$ cat config.mk
export PLATFORM = sky130hd
export DESIGN_NAME = i2c_cmd_seq
export DESIGN_NICKNAME = d
export VERILOG_FILES = /design/src/rtl/i2c_cmd_seq_pkg.sv /design/src/rtl/i2c_seq_timer.sv /design/src/rtl/i2c_cmd_seq.sv
export SDC_FILE = /design/constraint.sdc
export NUM_CORES = 1
export LEC_CHECK = 0
export CORE_ASPECT_RATIO = 2
export CORE_MARGIN = 2
export CORE_UTILIZATION = 35
export DETAILED_ROUTE_END_ITERATION = 16
export PLACE_DENSITY = 0.71
export SYNTH_ARGS = -nofsm -noshare
export SYNTH_HDL_FRONTEND = slang
export SYNTH_HIERARCHICAL = 1
export SYNTH_SLANG_ARGS = --single-unit
$ cat constraint.sdc
create_clock -name i_sys_clk -period 4.39 [get_ports i_sys_clk]
set_input_delay 0.878 -clock i_sys_clk [delete_from_list [all_inputs] [get_ports i_sys_clk]]
set_output_delay 0.878 -clock i_sys_clk [all_outputs]
set_load 0.1 [all_outputs]
$ cat src/rtl/i2c_cmd_seq_pkg.sv
// Shared types and helpers for the i2c_ctrl burst command sequencer.
package i2c_cmd_seq_pkg;

    typedef enum logic [2:0] {
        S_IDLE,
        S_FETCH,
        S_START,
        S_WAIT_END,
        S_GAP
    } state_t;

    // Wide enough for the default 2,000,000-cycle transfer timeout.
    localparam int CNT_W = 22;

    // 8-bit address mode keeps the upper byte at zero and wraps the low byte.
    function automatic logic [15:0] next_addr(input logic [15:0] addr, input logic addr2);
        next_addr = addr2 ? (addr + 16'd1) : {8'h00, addr[7:0] + 8'd1};
    endfunction

endpackage

$ cat src/rtl/i2c_seq_timer.sv
// Loadable down-counter with a zero flag; the sequencer reuses it for the
// start hold, the transfer timeout and the inter-byte gap.
module i2c_seq_timer #(
    parameter int W = 22
) (
    input  logic         i_clk,
    input  logic         i_rst,
    input  logic         i_load,
    input  logic [W-1:0] i_load_val,
    output logic         o_zero
);

    logic [W-1:0] r_cnt;

    // NOTE: sequential state uses non-blocking assignments so every flop
    // updates from pre-edge values regardless of block ordering.
    always_ff @(posedge i_clk) begin
        if (i_rst) begin
            r_cnt <= '0;
        end else if (i_load) begin
            r_cnt <= i_load_val;
        end else if (r_cnt != '0) begin
            r_cnt <= r_cnt - W'(1);
        end
    end

    assign o_zero = (r_cnt == '0);

endmodule

$ cat src/rtl/i2c_cmd_seq.sv
// Burst command sequencer: splits one (addr, len, dir) request into
// single-byte i2c_ctrl transactions with start hold, timeout and write-cycle gap.
module i2c_cmd_seq
    import i2c_cmd_seq_pkg::*;
#(
    parameter int unsigned START_HOLD = 50,
    parameter int unsigned WR_GAP     = 250000,
    parameter int unsigned RD_GAP     = 50,
    parameter int unsigned TIMEOUT    = 2000000
) (
    input  logic        i_sys_clk,
    input  logic        i_sys_rst,
    input  logic        i_req_valid,
    output logic        o_req_ready,
    input  logic        i_req_wr,
    input  logic        i_req_addr2,
    input  logic [15:0] i_req_addr,
    input  logic [7:0]  i_req_len,
    input  logic        i_wdata_valid,
    output logic        o_wdata_ready,
    input  logic [7:0]  i_wdata,
    output logic        o_rdata_valid,
    output logic [7:0]  o_rdata,
    output logic        o_busy,
    output logic        o_done,
    output logic        o_err,
    output logic        o_wr_en,
    output logic        o_rd_en,
    output logic        o_i2c_start,
    output logic        o_addr_num,
    output logic [15:0] o_byte_addr,
    output logic [7:0]  o_wr_data,
    input  logic        i_i2c_end,
    input  logic [7:0]  i_rd_data
);

    // The timeout window is measured from the i2c_start rise, so the part
    // already spent holding i2c_start is subtracted from the WAIT_END load.
    localparam logic [CNT_W-1:0] LD_START = CNT_W'(START_HOLD - 1);
    localparam logic [CNT_W-1:0] LD_TOUT  = CNT_W'(TIMEOUT - START_HOLD - 1);
    localparam logic [CNT_W-1:0] LD_WGAP  = CNT_W'(WR_GAP - 1);
    localparam logic [CNT_W-1:0] LD_RGAP  = CNT_W'(RD_GAP - 1);

    state_t      r_state;
    logic [8:0]  r_cnt;
    logic [15:0] r_byte_addr;
    logic [7:0]  r_wr_data;
    logic [7:0]  r_rdata;
    logic        r_req_ready;
    logic        r_wdata_ready;
    logic        r_rdata_valid;
    logic        r_busy;
    logic        r_done;
    logic        r_err;
    logic        r_wr_en;
    logic        r_rd_en;
    logic        r_i2c_start;
    logic        r_addr_num;
    logic        r_end_d;

    logic             w_accept;
    logic             w_end_rise;
    logic             w_last;
    logic             w_tmr_zero;
    logic             w_tmr_load;
    logic [CNT_W-1:0] w_tmr_val;

    assign w_accept   = i_req_valid & r_req_ready;
    assign w_end_rise = i_i2c_end & ~r_end_d;
    assign w_last     = (r_cnt == 9'd1);

    // NOTE: every signal written here gets a default first so no latch is inferred.
    always_comb begin
        w_tmr_load = 1'b0;
        w_tmr_val  = LD_START;
        case (r_state)
            S_IDLE:   w_tmr_load = w_accept & ~i_req_wr;
            S_FETCH:  w_tmr_load = i_wdata_valid;
            S_START: begin
                w_tmr_load = w_tmr_zero;
                w_tmr_val  = LD_TOUT;
            end
            S_WAIT_END: begin
                w_tmr_load = w_end_rise;
                w_tmr_val  = r_wr_en ? LD_WGAP : LD_RGAP;
            end
            S_GAP:    w_tmr_load = w_tmr_zero & ~w_last & r_rd_en;
            default:  w_tmr_load = 1'b0;
        endcase
    end

    i2c_seq_timer #(
        .W(CNT_W)
    ) u_timer (
        .i_clk      (i_sys_clk),
        .i_rst      (i_sys_rst),
        .i_load     (w_tmr_load),
        .i_load_val (w_tmr_val),
        .o_zero     (w_tmr_zero)
    );

    always_ff @(posedge i_sys_clk) begin
        if (i_sys_rst) begin
            r_state       <= S_IDLE;
            r_cnt         <= '0;
            r_byte_addr   <= '0;
            r_wr_data     <= '0;
            r_rdata       <= '0;
            r_req_ready   <= 1'b1;
            r_wdata_ready <= 1'b0;
            r_rdata_valid <= 1'b0;
            r_busy        <= 1'b0;
            r_done        <= 1'b0;
            r_err         <= 1'b0;
            r_wr_en       <= 1'b0;
            r_rd_en       <= 1'b0;
            r_i2c_start   <= 1'b0;
            r_addr_num    <= 1'b0;
            r_end_d       <= 1'b0;
        end else begin
            r_end_d       <= i_i2c_end;
            r_done        <= 1'b0;
            r_err         <= 1'b0;
            r_wdata_ready <= 1'b0;
            r_rdata_valid <= 1'b0;
            // Ready reappears one cycle after the state returns to IDLE.
            r_req_ready   <= (r_state == S_IDLE) & ~w_accept;

            case (r_state)
                S_IDLE: begin
                    if (w_accept) begin
                        r_wr_en     <= i_req_wr;
                        r_rd_en     <= ~i_req_wr;
                        r_addr_num  <= i_req_addr2;
                        r_byte_addr <= i_req_addr;
                        r_cnt       <= {(i_req_len == 8'd0), i_req_len};
                        r_busy      <= 1'b1;
                        if (i_req_wr) begin
                            r_state <= S_FETCH;
                        end else begin
                            r_state     <= S_START;
                            r_i2c_start <= 1'b1;
                        end
                    end
                end
                S_FETCH: begin
                    if (i_wdata_valid) begin
                        r_wdata_ready <= 1'b1;
                        r_wr_data     <= i_wdata;
                        r_i2c_start   <= 1'b1;
                        r_state       <= S_START;
                    end
                end
                S_START: begin
                    if (w_tmr_zero) begin
                        r_i2c_start <= 1'b0;
                        r_state     <= S_WAIT_END;
                    end
                end
                S_WAIT_END: begin
                    if (w_end_rise) begin
                        if (r_rd_en) begin
                            r_rdata       <= i_rd_data;
                            r_rdata_valid <= 1'b1;
                        end
                        r_state <= S_GAP;
                    end else if (w_tmr_zero) begin
                        r_err   <= 1'b1;
                        r_wr_en <= 1'b0;
                        r_rd_en <= 1'b0;
                        r_busy  <= 1'b0;
                        r_state <= S_IDLE;
                    end
                end
                S_GAP: begin
                    if (w_tmr_zero) begin
                        r_cnt <= r_cnt - 9'd1;
                        if (w_last) begin
                            r_done  <= 1'b1;
                            r_busy  <= 1'b0;
                            r_wr_en <= 1'b0;
                            r_rd_en <= 1'b0;
                            r_state <= S_IDLE;
                        end else begin
                            r_byte_addr <= next_addr(r_byte_addr, r_addr_num);
                            if (r_wr_en) begin
                                r_state <= S_FETCH;
                            end else begin
                                r_state     <= S_START;
                                r_i2c_start <= 1'b1;
                            end
                        end
                    end
                end
                default: r_state <= S_IDLE;
            endcase
        end
    end

    assign o_req_ready   = r_req_ready;
    assign o_wdata_ready = r_wdata_ready;
    assign o_rdata_valid = r_rdata_valid;
    assign o_rdata       = r_rdata;
    assign o_busy        = r_busy;
    assign o_done        = r_done;
    assign o_err         = r_err;
    assign o_wr_en       = r_wr_en;
    assign o_rd_en       = r_rd_en;
    assign o_i2c_start   = r_i2c_start;
    assign o_addr_num    = r_addr_num;
    assign o_byte_addr   = r_byte_addr;
    assign o_wr_data     = r_wr_data;

endmodule

==> results.yml, run 1 <==
status:
  outcome: "completed"
critical_path:
  cp.required_ps: 4570
  crit_path_frequent_cell: "inv_1"
  path_max_fanout: 29
  path_cells: "inv_1 -> ha_1 -> or4b_1 -> nor2_1 -> and3_1 -> inv_1 -> o2111ai_1 -> buf_4 -> a31oi_1 -> nand2b_1 -> o22ai_1"
  crit_slowest_cell: "or4b_1"
  worstSetupEndpointType: "register"
  crit_type: "register to register"
  max_stage_delay_ps: 600
  cp-start-kind: "register"
  crit_arrival_ps: 3420
final_layout:
  drive_above_1_share_pct: 7.24
  fill_cells: 1184
  antennaDiodeCount: 0
  multi_input_area_um2: 2410
  final_util_pct: 47.0
  layout.nets: 640
  syn_to_final_growth_pct: 31.3
  regArea_um2: 1540
yosys:
  synth_compound_area_share_pct: 21.8
  synth_cell_type_count: 74
  async_flop_share_pct: 0
  syn_area_um2: 4160
  synth_simple_gate_area_share_pct: 28.1
  synthCells: 515
  ys_warn_count: 6
  synth_top_family_by_area: "simple AND/OR/NAND/NOR gates"
  ys.flop_type: "dfxtp_1"
  synth-edff-count: 0
  yosys_register_bits: 77
  syn_avg_cell_area_um2: 8.08
  synth_fa_ha_area_share_pct: 1.20
  synth_seq_area_share_pct: 37.1
  synthXorXnorAreaFrac_pct: 3.79
  synthMuxAreaShare_pct: 2.44
clock_network:
  clkLatencyLatePin_ps: 340
  htreeDepth: 3
  cts.repair.resized: 0
  cts_tree: "yes"
  cts.path.max_buffers: 2
  cts.clk_slew.worst_paths_ps: 60
  cts_buffers: 9
  hold_buffers: 0
  cts.sinks: 77
  root_buffer: "clkbuf_16"
  cts_setup_buffers: 0
pwr:
  p_seq_share_pct: 29.3
  p_leak_uw: 0.00201
  p_int_uw: 2040
  comb_power_share_pct: 44.8
  worst_ir_drop_vdd_v: 0.000306
  switchingPower_uw: 1550
  power_density_nw_per_um2: 657
  finalPower_uw: 3590
  switching_share_pct: 43.1
  pwr-share-clk_pct: 25.8
floorplanning:
  die_h_um: 158
  io_pins: 89
  rows: 56
  start_util_pct: 35.8
  core_um2: 11600
  dieWidth_um: 81.1
  die_area_um2: 12800
place:
  port-buffer-count: 88
  place.detailed.hpwl_um: 8530
  gp_congestion: 0.894
global_routing:
  grt_pass1_wl_um: 19300
  gr-total-overflow: 0
  track_usage_pct: 19.3
  antenna_found_initial: 0
  grt_pass1_vias: 4054
  grt_max_degree: 53
routing:
  wl_per_cell_um: 16.1
  drcViolationCount: 0
  drtIter0Drc: 354
  postRouteAntennaNets: 0
  vias: 4071
  wl_um: 11900
  dr.pass1.iters: 4
  vias_per_cell: 5.51
sta:
  tightest_slew_ps: 1040
  period_needed_ps: 3240
  hold_viol: 0
  slew_headroom_pct: 30.6
  rsz0062_at_grt: "no"
  period_share_pct: 73.8
  finalClockSkew_ps: 6.09
  clock.fmax_ghz: 0.309
  maxSlewViolCount: 0
  setup_violations: 0
  fin_tns_setup_ps: 0
run:
  max-cap-violations: 0
hold_path:
  hold_path_class: "register to register"
## power groups by stage
| stage | logic [µW] | registers (µW) | clock network (µW) |
|---|---|---|---|
| after floorplan | 945 | 1350 | 0 |
| after global placement | 1560 | 1050 | 0 |
| after detailed placement | 1590 | 1060 | 0 |
| after CTS | 1610 | 1040 | 947 |
| after global routing | 1740 | 1070 | 978 |
| final | 1610 | 1050 | 927 |
## cells by family after synthesis
| logic type | Yosys count |
|---|---|
| simple gates | 220 |
| compound gates | 137 |
| flops | 77 |
| buf+inv | 47 |
| xor+xnor | 18 |
| mux | 10 |
| fa+ha+maj | 4 |
| other cells | 2 |
## synthesized netlist by cell type, types with 7 or more instances
library cell	n	area [µm²]
nand2_1	61	229
clkbuf_1	17	63.8
inv_1	14	52.6
nand2b_1	9	56.3
nor3_1	14	70.1
xor2_1	12	105
dfxtp_1	77	1540
a22oi_1	8	60.1
o21ai_1	8	40.0
a21oi_1	47	235
mux2i_1	9	90.1
nor4_1	12	75.1
nor2_1	48	180
nand3_1	17	85.1
o22ai_1	10	62.6
buf_2	11	55.1
and3_1	7	43.8
o21ai_0	16	80.1
## worst paths after layout
kind                            end        startpoint  slack (ps)  depth (start not counted)
setup reg to reg  u_timer/r_cnt[12]  u_timer/r_cnt[0]        1150                         11
hold reg to reg        o_wr_data[3]      o_wr_data[3]         450                          2
hold / removal         o_wr_data[3]      o_wr_data[3]         450                          2
setup / recovery  u_timer/r_cnt[12]  u_timer/r_cnt[0]        1150                         11
## stage by stage
| step | std cells | hold WS [ps] | cell area [µm²] | setup WS (ps) |
|---|---|---|---|---|
| final | 739 | 455 | 5460 | 1150 |
| after global routing | 739 | 469 | 5460 | 955 |
| after CTS | 739 | 460 | 5460 | 1220 |
| after detailed placement | 723 | 450 | 5090 | 1010 |
| after global placement | 723 | 442 | 5090 | 1150 |
| after floorplan | 519 | 491 | 4170 | 1700 |
## worst max-delay path: cells and delay by family, from the launching register on
kind / cells / cell delay [ps]
simple gates: 4 / 1480
buf+inv: 3 / 540
compound gates: 3 / 530
flops: 1 / 320
fa+ha+maj: 1 / 200
## layout by cell type, fill, tap and decap left out, drive strengths merged, types with 6 or more instances in the layout
| master | count |
|---|---|
| mux2i | 9 |
| nor3 | 15 |
| clkbuf | 10 |
| a31oi | 6 |
| nand2b | 9 |
| nor4 | 15 |
| o21ai | 24 |
| xor2 | 12 |
| and2 | 6 |
| and3 | 7 |
| nand3 | 17 |
| clkdlybuf4s50 | 87 |
| a211oi | 7 |
| a21oi | 49 |
| nor2 | 48 |
| or2 | 6 |
| conb | 6 |
| xnor2 | 6 |
| dfxtp | 77 |
| nand2 | 62 |
| a22oi | 8 |
| o22ai | 11 |
| inv | 14 |
## sequential cells by signal (all words and copies together), names as in the netlist, 3 cells and up
signal and count:
r_state 3, o_wr_data 8, o_rdata 8, u_timer/r_cnt 22, r_cnt 9, o_byte_addr 16
## routing by layer
metal / global-route usage [%] / up-vias / wire length (µm)
li1: - / 2001 / -
met1: 20.7 / 1930 / 4480
met2: 35.1 / 122 / 6570
met3: 4.56 / 18 / 570
met4: 8.23 / 0 / 235
met5: 0 / - / 0
## final cells by class
type | count | area share (%)
Clock buffer | 10 | 4.37
Clock inverter | 6 | 2.45
Inverter | 14 | 0.962
Multi-Input combinational cell | 395 | 44.1
Sequential cell | 77 | 28.2
Tap cell | 145 | 3.32
Timing Repair Buffer | 92 | 16.6
Power figures use the tool's default switching activity.
==> run 2, diff against run 1 <==
PLACE_DENSITY = 0.73   (was 0.71)
clock period = 2.8 ns   (was 4.39 ns; I/O delays follow)
==> results.yml, run 2 (synthesis results as in run 1) <==
global_routing:
  antenna_found_initial: 0
  grt_pass1_wl_um: 20100
  track_usage_pct: 19.9
  grt_pass1_vias: 4260
  grt_max_degree: 82
  gr-total-overflow: 0
critical_path:
  path_max_fanout: 17
  endpoint: "o_byte_addr[0]"
  crit_type: "register to register"
  rr_startpoint: "u_timer/r_cnt[14]"
  cp-start-kind: "register"
  cp.required_ps: 3060
  regToRegEndpoint: "o_byte_addr[0]"
  worstSetupEndpointType: "register"
  crit_arrival_ps: 2830
  rrSetupSlack_ps: 220
  r2r_cells: 8
  worstSetupStartpoint: "u_timer/r_cnt[14]"
sta:
  tightest_slew_ps: 649
  setup_violations: 0
  period_needed_ps: 2580
  maxSlewViolCount: 0
  hold_viol: 0
  clock.fmax_ghz: 0.388
  fin_hold_ws_ps: 464
  period_share_pct: 92.0
  slew_headroom_pct: 56.4
  fin_tns_setup_ps: 0
  finalClockSkew_ps: 8.21
final_layout:
  fin_area_um2: 5460
  antennaDiodeCount: 0
  mostFrequentLayoutCell: "dfxtp_1"
  layout_common_cells: "dfxtp_1 (77), nand2_1 (61), buf_4 (57)"
  largest_reg_flops: 22
  stdcell_count: 753
  drive_above_1_share_pct: 16.4
  regMostFlops: "u_timer/r_cnt"
  syn_to_final_growth_pct: 31.3
  layout.nets: 655
place:
  gp_congestion: 0.879
  placedInstanceArea_um2: 5100
  dp.cells: 737
  port-buffer-count: 88
  place.detailed.hpwl_um: 9030
clock_network:
  hold_buffers: 0
  htreeDepth: 3
  root_buffer: "clkbuf_16"
  cts.path.max_buffers: 2
  clkLatencyLatePin_ps: 330
  cts.sinks: 77
  cts.clk_slew.worst_paths_ps: 60
  cts_buffers: 9
  cts_tree: "yes"
routing:
  drtIter0Drc: 270
  wl_per_cell_um: 16.8
  route.met2.wl_um: 6880
  dr.pass1.iters: 5
  wl_met3_um: 525
  postRouteAntennaNets: 0
  top_layer_used: "met4"
  drcViolationCount: 0
  drt-met1-wl_um: 4550
  wl_um: 12600
  vias_per_cell: 5.60
  vias: 4217
floorplanning:
  io_pins: 89
  die_h_um: 158
  rows: 56
  core_um2: 11600
  dieWidth_um: 81.1
  die_area_um2: 12800
  start_util_pct: 35.8
run:
  max-cap-violations: 0
pwr:
  worst_ir_drop_vdd_v: 0.000437
  finalPower_uw: 5630
  p_leak_uw: 0.00214
  power_density_nw_per_um2: 1030
hold_path:
  hold_path_class: "register to register"
status:
  outcome: "completed"
==> run 2: where the power goes <==
group          internal (µW)  switching [µW]
Combinational           1010            1790
Clock                    777             452
Sequential              1340             274
Total                   3120            2510
==> run 2: worst min path at each step <==
stage	startpoint	endpoint	depth (start not counted)	slack (ps)
finish	o_wr_data[4]	o_wr_data[4]	2	460
global route	o_wr_data[3]	o_wr_data[3]	2	480
CTS	o_wr_data[7]	o_wr_data[7]	2	470
detailed placement	o_wr_data[7]	o_wr_data[7]	2	460
global placement	o_wr_data[0]	o_wr_data[0]	2	440
floorplan	r_cnt[1]	r_cnt[1]	2	490
==> run 2: cell type report <==
| type | count | area (µm²) |
|---|---|---|
| Sequential cell | 77 | 1540 |
| Tap cell | 145 | 181 |
| Clock buffer | 11 | 233 |
| Timing Repair Buffer | 107 | 931 |
| Multi-Input combinational cell | 395 | 2450 |
| Clock inverter | 4 | 73.8 |
| Fill cell | 1176 | 6170 |
| Inverter | 14 | 52.6 |
==> run 2: critical path, cell delays in order, from the launching register on <==
cell	delay [ps]
dfxtp_1	330
or4_1	630
nor3_1	300
and3_4	270
nand2_1	110
a21oi_4	220
nand2_4	160
or3_1	330
a31oi_1	160
==> run 2: per-layer routing <==
metal / GRT usage, % / up-vias
met1: 20.9 / 1999
met2: 35.7 / 144
li1: - / 2030
met3: 3.08 / 44
met5: 0 / -
met4: 13.1 / 0
==> run 2: repair_timing <==
| action | CTS | global route |
|---|---|---|
| setup buffers | 0 | 0 |
| gates resized for setup | 0 | 9 |
| endpoints found under the setup margin | 0 | 38 |
==> run 2: through the flow <==
step           util [%]  setup slack (ps)
3_3_place_gp       43.9               209
2_1_floorplan         -               111
6_report           46.9               224
3_5_place_dp       43.9               115
4_1_cts            46.5              82.1
5_1_grt            46.9             -11.4
